File: src/rtl/pcs_drp_arbiter_pkg.sv
// Shared types and helpers for the PCS DRP arbiter slice.
package pcs_drp_pkg;

  // Arbiter FSM states
  typedef enum logic [1:0] {
    IDLE     = 2'd0,
    GRANTED  = 2'd1,
    WAIT_RDY = 2'd2
  } drp_state_e;

  // Read data handed back to a channel whose access was aborted
  localparam logic [15:0] DEFAULT_TO_DATA = 16'hDEAD;

  // Ceiling log2, usable in parameter expressions
  function automatic int clog2(input int value);
    int r;
    r = 0;
    while ((1 << r) < value) r++;
    return r;
  endfunction

  // Width of an index into n items, never narrower than one bit
  function automatic int idx_width(input int n);
    return (n > 1) ? clog2(n) : 1;
  endfunction

endpackage

File: src/rtl/pcs_drp_arbiter_if.sv
// Shared transceiver DRP bus: the arbiter drives it as master, the GT/QPLL is the slave.
interface pcs_drp_arbiter_if #(
  parameter int ADDR_W = 16,
  parameter int DATA_W = 16
) ();

  logic              m_den;
  logic              m_dwe;
  logic [ADDR_W-1:0] m_daddr;
  logic [DATA_W-1:0] m_di;
  logic              m_drdy;
  logic [DATA_W-1:0] m_drpdo;

  modport master (
    output m_den, m_dwe, m_daddr, m_di,
    input  m_drdy, m_drpdo
  );

  modport slave (
    input  m_den, m_dwe, m_daddr, m_di,
    output m_drdy, m_drpdo
  );

endinterface

File: src/rtl/pcs_drp_arbiter_rr.sv
// Combinational round-robin pick: first requester after the last owner, with wrap.
module rr_arbiter_prio
  import pcs_drp_pkg::*;
#(
  parameter int NUM_CH = 4,
  parameter int IDX_W  = idx_width(NUM_CH)
) (
  input  logic [NUM_CH-1:0] req,
  input  logic [IDX_W-1:0]  last,
  output logic              valid,
  output logic [IDX_W-1:0]  idx
);

  int               cand;
  logic [IDX_W-1:0] cand_idx;

  // Scan last+1 .. last+NUM_CH so the previous owner is checked last
  always_comb begin
    valid    = 1'b0;
    idx      = '0;
    cand     = 0;
    cand_idx = '0;
    for (int i = 1; i <= NUM_CH; i++) begin
      cand     = (int'(last) + i) % NUM_CH;
      cand_idx = IDX_W'(cand);
      if (!valid && req[cand_idx]) begin
        valid = 1'b1;
        idx   = cand_idx;
      end
    end
  end

endmodule

File: src/rtl/pcs_drp_arbiter.sv
// Shares one transceiver DRP port among NUM_CH PCS/PMA channels with
// round-robin grants, registered forwarding and a completion watchdog.
module pcs_drp_arbiter
  import pcs_drp_pkg::*;
#(
  parameter int                NUM_CH  = 4,
  parameter int                ADDR_W  = 16,
  parameter int                DATA_W  = 16,
  parameter int                TIMEOUT = 1024,
  parameter logic [DATA_W-1:0] TO_DATA = DATA_W'(DEFAULT_TO_DATA),
  parameter int                OWNER_W = idx_width(NUM_CH)
) (
  input  logic                     coreclk,
  input  logic                     rst_n,
  input  logic [NUM_CH-1:0]        ch_req,
  output logic [NUM_CH-1:0]        ch_gnt,
  input  logic [NUM_CH-1:0]        ch_den,
  input  logic [NUM_CH-1:0]        ch_dwe,
  input  logic [NUM_CH*ADDR_W-1:0] ch_daddr,
  input  logic [NUM_CH*DATA_W-1:0] ch_di,
  output logic [NUM_CH-1:0]        ch_drdy,
  output logic [DATA_W-1:0]        ch_drpdo,
  pcs_drp_arbiter_if.master        drp,
  output logic                     timeout_o,
  output logic                     proto_err_o,
  output logic [OWNER_W-1:0]       owner_o
);

  // One extra bit so TIMEOUT itself is representable and the count can saturate
  localparam int               CNT_W    = clog2(TIMEOUT) + 1;
  localparam logic [CNT_W-1:0] CNT_LAST = CNT_W'(TIMEOUT - 1);
  localparam logic [CNT_W-1:0] CNT_MAX  = '1;

  drp_state_e         state;
  logic [CNT_W-1:0]   cnt;

  logic               pick_valid;
  logic [OWNER_W-1:0] pick_idx;
  logic [NUM_CH-1:0]  pick_onehot;
  logic [NUM_CH-1:0]  owner_onehot;

  logic               own_req;
  logic               own_den;
  logic               own_dwe;
  logic [ADDR_W-1:0]  own_addr;
  logic [DATA_W-1:0]  own_di;

  rr_arbiter_prio #(
    .NUM_CH (NUM_CH),
    .IDX_W  (OWNER_W)
  ) u_rr (
    .req   (ch_req),
    .last  (owner_o),
    .valid (pick_valid),
    .idx   (pick_idx)
  );

  // Select the current owner's request lines and bus slice
  always_comb begin
    own_req      = ch_req[owner_o];
    own_den      = ch_den[owner_o];
    own_dwe      = ch_dwe[owner_o];
    own_addr     = ADDR_W'(ch_daddr >> (int'(owner_o) * ADDR_W));
    own_di       = DATA_W'(ch_di >> (int'(owner_o) * DATA_W));
    pick_onehot  = NUM_CH'(1) << pick_idx;
    owner_onehot = NUM_CH'(1) << owner_o;
  end

  // Arbitration FSM with registered grant, DRP forwarding and watchdog
  always_ff @(posedge coreclk) begin
    if (!rst_n) begin
      state       <= IDLE;
      cnt         <= '0;
      owner_o     <= OWNER_W'(NUM_CH - 1);
      ch_gnt      <= '0;
      ch_drdy     <= '0;
      ch_drpdo    <= '0;
      timeout_o   <= 1'b0;
      proto_err_o <= 1'b0;
      drp.m_den   <= 1'b0;
      drp.m_dwe   <= 1'b0;
      drp.m_daddr <= '0;
      drp.m_di    <= '0;
    end else begin
      drp.m_den   <= 1'b0;
      ch_drdy     <= '0;
      timeout_o   <= 1'b0;
      proto_err_o <= 1'b0;
      case (state)
        IDLE: begin
          if (pick_valid) begin
            owner_o <= pick_idx;
            ch_gnt  <= pick_onehot;
            state   <= GRANTED;
          end
        end
        GRANTED: begin
          if (!own_req) begin
            ch_gnt <= '0;
            state  <= IDLE;
          end else if (own_den) begin
            drp.m_den   <= 1'b1;
            drp.m_dwe   <= own_dwe;
            drp.m_daddr <= own_addr;
            drp.m_di    <= own_di;
            cnt         <= '0;
            state       <= WAIT_RDY;
          end
        end
        WAIT_RDY: begin
          if (cnt != CNT_MAX) cnt <= cnt + CNT_W'(1);
          if (own_den) proto_err_o <= 1'b1;
          if (drp.m_drdy) begin
            ch_drdy  <= owner_onehot;
            ch_drpdo <= drp.m_drpdo;
            state    <= GRANTED;
          end else if (cnt == CNT_LAST) begin
            ch_drdy   <= owner_onehot;
            ch_drpdo  <= TO_DATA;
            timeout_o <= 1'b1;
            state     <= GRANTED;
          end
        end
        default: begin
          ch_gnt <= '0;
          state  <= IDLE;
        end
      endcase
    end
  end

endmodule

File: src/flat_wrapper.sv
// flat-port wrapper written by rule: the top's interface ports become plain ports
module pcs_drp_arbiter_flat import pcs_drp_pkg::*;
#(
  parameter int                NUM_CH  = 4,
  parameter int                ADDR_W  = 16,
  parameter int                DATA_W  = 16,
  parameter int                TIMEOUT = 1024,
  parameter logic [DATA_W-1:0] TO_DATA = DATA_W'(DEFAULT_TO_DATA),
  parameter int                OWNER_W = idx_width(NUM_CH)
)
  (coreclk, rst_n, ch_req, ch_gnt, ch_den, ch_dwe, ch_daddr, ch_di, ch_drdy, ch_drpdo, timeout_o, proto_err_o, owner_o, drp_m_den, drp_m_dwe, drp_m_daddr, drp_m_di, drp_m_drdy, drp_m_drpdo);
  pcs_drp_arbiter_if #(.ADDR_W(ADDR_W), .DATA_W(DATA_W)) drp_i ();
  input  logic coreclk;
  input  logic rst_n;
  input  logic [NUM_CH-1:0] ch_req;
  output logic [NUM_CH-1:0] ch_gnt;
  input  logic [NUM_CH-1:0] ch_den;
  input  logic [NUM_CH-1:0] ch_dwe;
  input  logic [NUM_CH*ADDR_W-1:0] ch_daddr;
  input  logic [NUM_CH*DATA_W-1:0] ch_di;
  output logic [NUM_CH-1:0] ch_drdy;
  output logic [DATA_W-1:0] ch_drpdo;
  output logic timeout_o;
  output logic proto_err_o;
  output logic [OWNER_W-1:0] owner_o;
  output wire logic [$bits(drp_i.m_den)-1:0] drp_m_den;
  output wire logic [$bits(drp_i.m_dwe)-1:0] drp_m_dwe;
  output wire logic [$bits(drp_i.m_daddr)-1:0] drp_m_daddr;
  output wire logic [$bits(drp_i.m_di)-1:0] drp_m_di;
  input wire logic [$bits(drp_i.m_drdy)-1:0] drp_m_drdy;
  input wire logic [$bits(drp_i.m_drpdo)-1:0] drp_m_drpdo;
  assign drp_m_den = drp_i.m_den;
  assign drp_m_dwe = drp_i.m_dwe;
  assign drp_m_daddr = drp_i.m_daddr;
  assign drp_m_di = drp_i.m_di;
  assign drp_i.m_drdy = drp_m_drdy;
  assign drp_i.m_drpdo = drp_m_drpdo;
  pcs_drp_arbiter #(.NUM_CH(NUM_CH), .ADDR_W(ADDR_W), .DATA_W(DATA_W), .TIMEOUT(TIMEOUT), .TO_DATA(TO_DATA), .OWNER_W(OWNER_W)) u_core (.coreclk(coreclk), .rst_n(rst_n), .ch_req(ch_req), .ch_gnt(ch_gnt), .ch_den(ch_den), .ch_dwe(ch_dwe), .ch_daddr(ch_daddr), .ch_di(ch_di), .ch_drdy(ch_drdy), .ch_drpdo(ch_drpdo), .drp(drp_i), .timeout_o(timeout_o), .proto_err_o(proto_err_o), .owner_o(owner_o));
endmodule
File: config.mk
export PLATFORM = sky130hd
export DESIGN_NAME = pcs_drp_arbiter_flat
export DESIGN_NICKNAME = d
export VERILOG_FILES = /design/src/rtl/pcs_drp_arbiter_pkg.sv /design/src/rtl/pcs_drp_arbiter_if.sv /design/src/rtl/pcs_drp_arbiter_rr.sv /design/src/rtl/pcs_drp_arbiter.sv /design/src/flat_wrapper.sv
export SDC_FILE = /design/constraint.sdc
export NUM_CORES = 1
export LEC_CHECK = 0
export CAP_MARGIN = 5
export CORE_MARGIN = 2
export CORE_UTILIZATION = 39
export DETAILED_ROUTE_END_ITERATION = 8
export PLACE_DENSITY = 0.82
export SYNTH_ARGS = -nofsm -noshare
export SYNTH_HDL_FRONTEND = slang
export SYNTH_SLANG_ARGS = --single-unit
File: constraint.sdc
create_clock -name coreclk -period 3.28 [get_ports coreclk]
set_clock_uncertainty 0.1 [all_clocks]
set_input_delay 0.82 -clock coreclk [delete_from_list [all_inputs] [get_ports coreclk]]
set_output_delay 0.82 -clock coreclk [all_outputs]
set_load 0.05 [all_outputs]
==> impl_results.md, run 1 <==
- Status: completed
- Post-route DRC: 0
- Netlist Area Pre-Place: 3896 um^2
- Via Count: 3,834
- Post-DR wirelength/cell: 17.08 um
- Post-synthesis sequential area ratio: 0.3854
- Final hold vios: 0
- Worst Setup Start Kind: flip-flop
- Share of cells above drive strength 1: 0.1380
- Antenna violations before repair: 0
- Endpoints failing setup: 0
- Routability congestion estimate: 0.8758
- Post-DP HPWL: 9.490 mm
- Maximum operating frequency: 0.3569 GHz
- Die width: 104.0 um
- Cell Chain, Critical Path: buf_4 > clkdlybuf4s50_1
- Buffers plus inverters on the worst setup path: 2
- Nets: 746
- Vias per cell: 5.325
- Slew headroom: 0.5863
- Clock latency on the worst-skew pair: 0.34 ns
- Initial Utilization: 0.4005
- Mean Syn Cell Area: 10.50 um^2
- Largest net degree at the start of global routing: 38
- Hold path start: u_core.drp.m_di[3]$_SDFFE_PN0P_
- Layout fillers: 769
- Final period util: 0.8543
- Clock Pin Slew Worst Setup and Hold Paths: 0.07 ns
- Slowest stage cell on the critical path: clkdlybuf4s50_1
- Post-CTS Setup Inserts: 0
- RSZ-0062 raised after global routing: false
- Initial DRC Count: 157
- First-pass GRT wire length: 20.22 mm
- Crit path required time: 2.36 ns
- Share of flip-flops with an asynchronous set or reset: 0
- Ys Warns: 0
- Worst-margin pin slew: 0.6206 ns
- CTS Hold Bufs: 0
- CTS tree: done
- Hold/Removal Path Class: flip-flop to flip-flop
- CORE AREA: 9729 um^2
- # Max-Cap Violations: 0
- # IOs: 221
- CTS resizes: 0
- Launch point of the worst path: u_core.owner_o[1]$_SDFFE_PN1P_
- Reg-to-reg startpoint: u_core.owner_o[0]$_SDFFE_PN1P_
- Worst stage delay on the critical path: 0.87 ns
- Fin crit period: 2.802 ns
- Most frequent cells in the layout: clkdlybuf4s50_1 (218), nand2_1 (77), dfxtp_1 (73), mux4_2 (38), a21boi_0 (33)
- Most common cell after layout, fill and taps aside: clkdlybuf4s50_1
- Clock sink count: 75
- DIE HEIGHT: 104.0 um
- Final Util: 0.6613
- Cell count after synthesis: 371
- Critical path type: flip-flop to output pin
- Syn Nets: 535
- Critical Path AT: 1.88 ns
- EDFF count, synth: 0
- Die area: 10,810 um^2
- Routed Antenna Nets: 0
- CTS root buf: clkbuf_8
- Tot GR Track Use: 0.2333
- H-tree depth: 3
- Antenna fix cells: 0
- Area delta synth->final: 65.13%
- Port buffer count: 220
- PwrDens: 594.0 nW/um^2
- Vias in the first global route: 4,076
- Delay-heaviest family, CP: buffers and inverters
- Max Root-Sink Buffers: 2
- Total congestion overflow: 0
- Synthesized flop and latch total: 75
- TritonRoute pass-1 iters: 7
- Ys flop type: dfxtp_1
- Drt total wl: 12.30 mm
- Setup_tns: 0 ns
- Fin. max-slew vios: 0
- Num CTS Buffers: 9
- CP Capture Type: output pin
- Worst-path fanout max: 23
- Cell variety after synth: 46
- Static leakage: 2.274 nW
- Cell Rows: 36
- VDD IR max: 0.3481 mV
==> cells by family (layout without fill, tap and decap cells) <==
kind of cell    Yosys count  after routing  share of synthesized area
buf+inv                  34            250                    0.03821
fa+ha+maj                 5              5                    0.01606
simple gates            126            126                     0.1529
xor+xnor                  2              2                   0.004497
compound gates           87             87                     0.1725
flops                    75             75                     0.3854
mux                      42             42                     0.2306
==> per-stage QoR <==
stage	total power [mW]	cells	hold WS, ns	setup slack (ns)	cell area [um^2]
3_3_place_gp	2.995	704	0.3498	0.2584	6206
4_1_cts	3.844	720	0.3666	0.4709	6434
5_1_grt	4.018	720	0.3850	0.3220	6434
2_1_floorplan	2.432	371	0.3605	0.06860	3897
6_report	3.822	720	0.3647	0.4779	6434
3_5_place_dp	3.042	704	0.3559	0.1839	6206
==> path summary, 6_finish.rpt <==
kind	slack, ns	cells past startpoint	end
hold reg to reg	0.36	2	u_core.drp.m_di[3]$_SDFFE_PN0P_
hold / removal	0.36	2	u_core.drp.m_di[3]$_SDFFE_PN0P_
setup / recovery	0.48	2	owner_o[1]
setup reg to reg	0.73	6	u_core.ch_gnt[1]$_SDFFE_PN0P_
==> layout make-up <==
class                           instances  area (um^2)  share of cell area
Multi-Input combinational cell        262         2246              0.3491
Inverter                                6        22.52            0.003501
Tap cell                              133        166.4             0.02587
Clock buffer                           12        155.1             0.02412
Sequential cell                        75         1504              0.2338
Timing Repair Buffer                  228         2267              0.3524
Clock inverter                          4        72.57             0.01128
==> flip-flops by register name, indices dropped and copies added, names as in the netlist, 2 cells and up <==
signal / count
u_core.ch_drpdo: 16
u_core.drp.m_di: 16
u_core.state: 2
u_core.owner_o: 2
u_core.ch_gnt: 4
u_core.ch_drdy: 4
u_core.drp.m_daddr: 16
u_core.cnt: 11
==> cell usage after synthesis (all sizes together), types with 2 or more instances <==
cell type  instances  area share
a22o               2      0.0045
xnor2              2      0.0045
o2bb2ai            2      0.0045
o31ai              6       0.012
nor2               5      0.0048
mux2               2      0.0058
mux4              38        0.22
a22oi              6       0.012
a31oi              2      0.0032
nand2             77       0.074
clkbuf            20       0.019
ha                 5       0.016
buf                8       0.013
o221a             11       0.032
or3                3      0.0061
a21oi             11       0.015
nor2b             10       0.016
or4                6       0.012
and3               3      0.0048
and2               8       0.013
a32o               2      0.0051
nand4              2      0.0032
dfxtp             75        0.39
inv                6      0.0058
a21boi            33       0.064
o21a               2      0.0039
nand3              6      0.0077
o21ai              5      0.0074
mux2i              2      0.0051
==> where the power goes <==
part           switching (mW)  internal, mW
Combinational            1.01         0.896
Clock                   0.341         0.469
Sequential             0.0755          1.03
==> worst reg2reg max path, cell delays in order (launching register included) <==
cell       delay [ns]
dfxtp_2          0.41
buf_4            0.33
mux4_2           0.58
or3_4            0.40
or3b_1           0.37
o2111ai_1        0.14
o2bb2ai_1        0.11
==> metal layers <==
metal  up-vias  share of wire  track usage
li1       1808              -            -
met1      1833           0.39       0.2670
met3        28          0.066      0.05326
met4         0          0.028      0.09363
met5         -              0            0
met2       165           0.52       0.4196
(Power assumes the default switching activity.)
==> run 2, diff against run 1 <==
--- a/config.mk
+++ b/config.mk
@@ -10,6 +10,7 @@
 export CORE_UTILIZATION = 39
 export DETAILED_ROUTE_END_ITERATION = 8
 export PLACE_DENSITY = 0.82
+export SLEW_MARGIN = 20
 export SYNTH_ARGS = -nofsm -noshare
 export SYNTH_HDL_FRONTEND = slang
 export SYNTH_SLANG_ARGS = --single-unit
==> constraint.sdc (replaced) <==
create_clock -name coreclk -period 3 [get_ports coreclk]
set_clock_uncertainty 0.1 [all_clocks]
set_input_delay 0.75 -clock coreclk [delete_from_list [all_inputs] [get_ports coreclk]]
set_output_delay 0.75 -clock coreclk [all_outputs]
set_load 0.05 [all_outputs]
==> run 2 against run 1 <==
Die area unchanged. Combinational power up 6%. First-iteration DRC count fell by 25%. Largest power group unchanged. Critical endpoint is now u_core.cnt[3]$_SDFFE_PN0P_. Global-route usage decreased by 0.54 points. Power grew 7.6%. Core utilization is 0.26 points lower. Sequential power grew 11%. Register-to-register slack worse by 0.45 ns.
==> impl_results.md, run 2 (synthesized netlist as in run 1, its figures left out) <==
- Area delta synth->final: 64.48%
- # IOs: 221 (unchanged)
- Vias per cell: 5.265 (-1.1%)
- Slowest stage cell on the critical path: buf_4
- Via Count: 3,780 (-1.4%)
- Drt total wl: 11.84 mm (-3.7%)
- PwrDens: 641.8 nW/um^2 (+8.0%)
- Post-DP HPWL: 9.290 mm (-2.1%)
- Cell Rows: 36 (unchanged)
- DP Area: 6191 um^2 (-0.24%)
- Port buffer count: 220 (unchanged)
- Worst-path fanout max: 34 (+48%)
- Placed instance count: 702 (-0.28%)
- RSZ-0062 raised after global routing: false
- Buffers plus inverters on the worst setup path: 1 (-1)
- Num CTS Buffers: 9 (unchanged)
- Clock sink count: 75 (unchanged)
- Fin crit period: 2.725 ns
- Critical path type: flip-flop to flip-flop
- Hold path start: u_core.drp.m_di[7]$_SDFFE_PN0P_
- Die area: 10,810 um^2 (unchanged)
- Status: completed
- Most common cell after layout, fill and taps aside: clkdlybuf4s50_1
- Final instance area: 6409 um^2 (-0.39%)
- Launch point of the worst path: u_core.owner_o[0]$_SDFFE_PN1P_
- VDD IR max: 0.3559 mV (+2.3%)
- Layout fillers: 800 (+4.0%)
- Vias in the first global route: 3,962 (-2.8%)
- CTS root buf: clkbuf_8
- H-tree depth: 3 (unchanged)
- Clock latency on the worst-skew pair: 0.34 ns (about the same)
- Total congestion overflow: 0 (unchanged)
- Endpoints failing setup: 0 (unchanged)
- Hold/Removal Path Class: flip-flop to flip-flop
- CORE AREA: 9729 um^2 (unchanged)
- Nets: 744 (-0.27%)
- CTS resizes: 0 (unchanged)
- Setup_tns: 0 ns (unchanged)
- Slew headroom: 0.5948 (+0.008519)
- Routed Antenna Nets: 0 (unchanged)
- Largest regs: u_core.ch_drpdo (16), u_core.drp.m_daddr (16), u_core.drp.m_di (16)
- Antenna violations before repair: 0 (unchanged)
- Post-Layout Cell Count: 718 (-0.28%)
- Initial Utilization: 0.4005 (unchanged)
- Max Root-Sink Buffers: 2 (unchanged)
- Static leakage: 2.260 nW (-0.58%)
- Largest net degree at the start of global routing: 40 (+5.3%)
- CTS Hold Bufs: 0 (unchanged)
- Crit path required time: 3.16 ns (+0.80 ns)
- Die width: 104.0 um (unchanged)
- TritonRoute pass-1 iters: 4 (-3)
- Cell Chain, Critical Path: buf_4 > mux4_2 > and3_1 > a21oi_2 > o21ai_0 > a21oi_1
- Post-DR wirelength/cell: 16.50 um (-3.4%)
- Delay-heaviest family, CP: compound AO/OA/AOI/OAI gates
- Reg-to-reg startpoint: u_core.owner_o[0]$_SDFFE_PN1P_
- Antenna fix cells: 0 (unchanged)
- Post-CTS Setup Inserts: 0 (unchanged)
- DIE HEIGHT: 104.0 um (unchanged)
- Worst stage delay on the critical path: 0.55 ns (-0.32 ns)
- Post-route DRC: 0 (unchanged)
- Critical Path AT: 2.89 ns (+1.01 ns)
- Clock Pin Slew Worst Setup and Hold Paths: 0.08 ns (about the same)
- Share of cells above drive strength 1: 0.1368 (-0.001238)
- Final Util: 0.6587 (-0.002572)
- Worst Setup Start Kind: flip-flop
- Initial DRC Count: 118 (-25%)
- CTS tree: done
- Final hold vios: 0 (unchanged)
- Most frequent cells in the layout: clkdlybuf4s50_1 (217), nand2_1 (77), dfxtp_1 (73), mux4_2 (38), a21boi_0 (33)
- Maximum operating frequency: 0.3670 GHz
- Worst-margin pin slew: 0.6078 ns (-0.01278 ns)
- Tot GR Track Use: 0.2279 (-0.005379)
- CP Capture Type: flip-flop
- # Max-Cap Violations: 0 (unchanged)
- First-pass GRT wire length: 19.62 mm (-3.0%)
- Final period util: 0.9083
- Routability congestion estimate: 0.8634 (-1.4%)
- Fin. max-slew vios: 0 (unchanged)
[run 2: cell count changes in the layout (fill, tap and decap cells not counted), sizes merged]
cell / previous run / this run
clkbuf: 12 / 10
clkdlybuf4s50: 218 / 217
buf: 10 / 9
clkinv: 1 / 3
[run 2: per-stage QoR]
step	power (mW)	setup WS (ns)	hold slack [ns]
after detailed placement	3.294	-0.007246	0.3568
final	4.113	0.2750	0.3625
after global routing	4.347	0.04779	0.3876
after global placement	3.259	0.05181	0.3502
after floorplan	2.669	0.05401	0.3605
after CTS	4.148	0.2300	0.3680
[run 2: path summary, 6_finish.rpt]
check / depth (start not counted) / to / slack [ns]
worst max-delay path: 6 / u_core.cnt[3]$_SDFFE_PN0P_ / 0.28
worst min-delay path: 2 / u_core.drp.m_di[7]$_SDFFE_PN0P_ / 0.36
worst max register to register: 6 / u_core.cnt[3]$_SDFFE_PN0P_ / 0.28
worst min register to register: 2 / u_core.drp.m_di[7]$_SDFFE_PN0P_ / 0.36
[run 2: worst register-to-register path, stage by stage (launching register included)]
cell and delay (ns):
dfxtp_4 0.49, buf_4 0.55, mux4_2 0.46, and3_1 0.23, a21oi_2 0.45, o21ai_0 0.21
a21oi_1 0.16
[run 2: layout make-up]
type | instances | area, um^2 | share of cell area
Clock buffer | 10 | 127.6 | 0.01991
Clock inverter | 6 | 90.09 | 0.01406
Inverter | 6 | 22.52 | 0.003514
Multi-Input combinational cell | 262 | 2246 | 0.3504
Sequential cell | 75 | 1506 | 0.2351
Tap cell | 133 | 166.4 | 0.02597
Timing Repair Buffer | 226 | 2250 | 0.3510
[run 2: power breakdown]
part | total (mW) | switching, mW | internal (mW)
logic | 2.03 | 1.07 | 0.964
registers | 1.22 | 0.0976 | 1.12
clock network | 0.860 | 0.389 | 0.470
total | 4.11 | 1.56 | 2.56
[run 2: layer usage]
metal  track usage  share of wire
met5             0              0
met4       0.09363          0.029
met3       0.06579          0.066
met2        0.4121           0.53
met1        0.2494           0.38
==> run 3, diff against run 2 <==
--- a/config.mk
+++ b/config.mk
@@ -10,6 +10,8 @@
 export CORE_UTILIZATION = 39
 export DETAILED_ROUTE_END_ITERATION = 8
 export PLACE_DENSITY = 0.82
+export REMOVE_ABC_BUFFERS = 1
+export SETUP_SLACK_MARGIN = 0.5
 export SLEW_MARGIN = 20
 export SYNTH_ARGS = -nofsm -noshare
 export SYNTH_HDL_FRONTEND = slang
==> run 3 against run 2 <==
Register-to-register slack better by 0.30 ns. Core utilization up 1.5 points. Die area unchanged. Sequential power about the same. Hold slack better by 0.0032 ns. Worst setup slack better by 0.29 ns. Routed wire length up 2.7%. Sequential share of layout area down 0.52 points. Final area up 2.3%. Power up 7.4%.
==> impl_results.md, run 3 (synthesized netlist as in run 1, its figures left out) <==
- CP Capture Type: flip-flop
- Max Root-Sink Buffers: 2 (unchanged)
- Static leakage: 2.323 nW (+2.8%)
- Antenna violations before repair: 1 (+1)
- Clock sink count: 75 (unchanged)
- Hold/Removal Path Class: flip-flop to flip-flop
- Hold path start: u_core.drp.m_daddr[3]$_SDFFE_PN0P_
- CTS Hold Bufs: 0 (unchanged)
- H-tree depth: 3 (unchanged)
- Maximum operating frequency: 0.4103 GHz (+12%)
- R2R depth: 7 (+1)
- Tot GR Track Use: 0.2289 (+0.0009471)
- Reg-to-reg startpoint: u_core.owner_o[1]$_SDFFE_PN1P_
- Drt total wl: 12.16 mm (+2.7%)
- Seq pwr share: 0.275 (-0.022)
- Die area: 10,810 um^2 (unchanged)
- Final instance area: 6554 um^2 (+2.3%)
- R2R Setup Slk: 0.58 ns (+0.30 ns)
- Final period util: 0.8125 (-0.09583)
- Post-DP HPWL: 9.657 mm (+4.0%)
- CORE AREA: 9729 um^2 (unchanged)
- Delay-heaviest family, CP: simple AND/OR/NAND/NOR gates
- Power share of the clock group: 0.229 (+0.020)
- Area delta synth->final: 68.21%
- CTS tree: done
- Largest regs: u_core.ch_drpdo (16), u_core.drp.m_daddr (16), u_core.drp.m_di (16)
- Slew headroom: 0.5948 (about the same)
- CTS root buf: clkbuf_8
- # Max-Cap Violations: 0 (unchanged)
- Sw Pwr: 1.594 mW (+2.4%)
- Hold path cells: 2 (unchanged)
- Cell Chain, Critical Path: dlygate4sd2_1 > mux4_2 > or3_4 > or3b_4 > o2111ai_2 > o2bb2ai_1
- Buffers plus inverters on the worst setup path: 1 (unchanged)
- # IOs: 221 (unchanged)
- Status: completed
- VDD IR max: 0.3785 mV (+6.3%)
- Internal power: 2.825 mW (+10%)
- Comb power frac: 0.496 (+0.002)
- Crit path required time: 3.13 ns (-0.03 ns)
- Cell Rows: 36 (unchanged)
- Post-DR wirelength/cell: 16.80 um (+1.9%)
- Met1 Usage GRT: 0.2617 (+0.01233)
- Power, Total: 4.418 mW (+7.4%)
- Critical path type: primary input to flip-flop
- Hold Path End: u_core.drp.m_daddr[3]$_SDFFE_PN0P_
- Layout fillers: 798 (-0.25%)
- Worst-margin pin slew: 0.6059 ns (-0.001933 ns)
- Nets: 750 (+0.81%)
- Fin crit period: 2.437 ns (-0.2875 ns)
- Vias per cell: 5.211 (-1.0%)
- RSZ-0062 raised after global routing: false
- Switching share of total power: 0.3607 (-0.01755)
- Routed Antenna Nets: 0 (unchanged)
- DP Area: 6196 um^2 (about the same)
- Critical Path AT: 2.57 ns (-0.32 ns)
- Vias in the first global route: 3,996 (+0.86%)
- Slowest stage cell on the critical path: mux4_2
- Initial Utilization: 0.4005 (unchanged)
- Clock latency on the worst-skew pair: 0.34 ns (about the same)
- Met3 Track Usage GR: 0.05764 (-0.008145)
- Num CTS Buffers: 9 (unchanged)
- Worst-path fanout max: 6 (-82%)
- Via Count: 3,773 (-0.19%)
- Most common cell after layout, fill and taps aside: clkdlybuf4s50_1
- Final hold vios: 0 (unchanged)
- R2r endpoint: u_core.ch_gnt[0]$_SDFFE_PN0P_
- TritonRoute pass-1 iters: 4 (unchanged)
- Most used routing layer: met2
- Die width: 104.0 um (unchanged)
- Routability congestion estimate: 0.8190 (-5.1%)
- Largest net degree at the start of global routing: 38 (-5.0%)
- Met2 GRT Util: 0.4051 (-0.007049)
- Fin. max-slew vios: 0 (unchanged)
- Clock Pin Slew Worst Setup and Hold Paths: 0.08 ns (about the same)
- Initial DRC Count: 108 (-8.5%)
- Final Util: 0.6736 (+0.01492)
- DIE HEIGHT: 104.0 um (unchanged)
- Worst stage delay on the critical path: 0.50 ns (-0.05 ns)
- Most frequent cells in the layout: clkdlybuf4s50_1 (213), nand2_1 (77), dfxtp_1 (73), mux4_2 (38), a21boi_0 (33)
- Endpoints failing setup: 0 (unchanged)
- Launch point of the worst path: ch_req[2]
- Post-route DRC: 0 (unchanged)
- Total congestion overflow: 0 (unchanged)
- Share of cells above drive strength 1: 0.1559 (+0.01918)
- Worst Setup Start Kind: primary input
- Port buffer count: 220 (unchanged)
- PwrDens: 674.2 nW/um^2 (+5.0%)
- First-pass GRT wire length: 19.82 mm (+1.0%)
## run 3: what timing repair did
| item | 4_1_cts | 5_1_grt |
|---|---|---|
| endpoints found under the setup margin | 15 | 6 |
| resized for setup | 11 | 8 |
| buffers inserted | 2 | 3 |
## run 3: stage by stage
| stage | setup TNS, ns | cells | setup WS (ns) | hold WS [ns] |
|---|---|---|---|---|
| 2_1_floorplan | -60.15 | 343 | -1.536 | 0.3605 |
| 3_3_place_gp | 0 | 703 | 0.04786 | 0.3502 |
| 3_5_place_dp | -0.1737 | 703 | -0.07262 | 0.3583 |
| 4_1_cts | 0 | 720 | 0.4312 | 0.3711 |
| 5_1_grt | 0 | 724 | 0.4996 | 0.3958 |
| 6_report | 0 | 724 | 0.5625 | 0.3657 |
## run 3: power groups by stage
| stage | Clock (mW) | Combinational, mW | Sequential [mW] |
|---|---|---|---|
| final | 1.01 | 2.19 | 1.21 |
| after global routing | 1.07 | 2.34 | 1.23 |
| after CTS | 1.03 | 2.14 | 1.21 |
| after detailed placement | 0 | 2.09 | 1.23 |
| after global placement | 0 | 2.04 | 1.23 |
| after floorplan | 0 | 0.886 | 1.74 |
## run 3: layout make-up
type	instances	area (um^2)	share of cell area
Sequential cell	75	1506	0.2299
Tap cell	133	166.4	0.02539
Inverter	6	26.28	0.004009
Timing Repair Buffer	232	2306	0.3519
Multi-Input combinational cell	262	2283	0.3484
Clock buffer	10	137.6	0.02100
Clock inverter	5	125.1	0.01909
Antenna cell	1	2.502	0.0003818
## run 3: worst max path at each step
| stage | to | slack, ns | cells after the start |
|---|---|---|---|
| 5_1_grt | u_core.ch_gnt[2]$_SDFFE_PN0P_ | 0.50 | 7 |
| 2_1_floorplan | u_core.cnt[5]$_SDFFE_PN0P_ | -1.54 | 5 |
| 3_5_place_dp | u_core.ch_gnt[0]$_SDFFE_PN0P_ | -0.07 | 6 |
| 3_3_place_gp | u_core.ch_gnt[0]$_SDFFE_PN0P_ | 0.05 | 6 |
| 6_report | u_core.ch_gnt[0]$_SDFFE_PN0P_ | 0.56 | 6 |
| 4_1_cts | owner_o[0] | 0.43 | 3 |
## run 3: tightest hold or removal path, stage by stage (launching register included)
cell	delay, ns
dfxtp_1	0.31
nand2_1	0.05
a21boi_0	0.06
## run 3: metal layers
metal	routed length (um)	vias to the layer above	share of wire
met5	0	-	0
met4	327	0	0.027
met3	845	22	0.069
met2	6238	131	0.51
met1	4752	1806	0.39
li1	-	1814	-
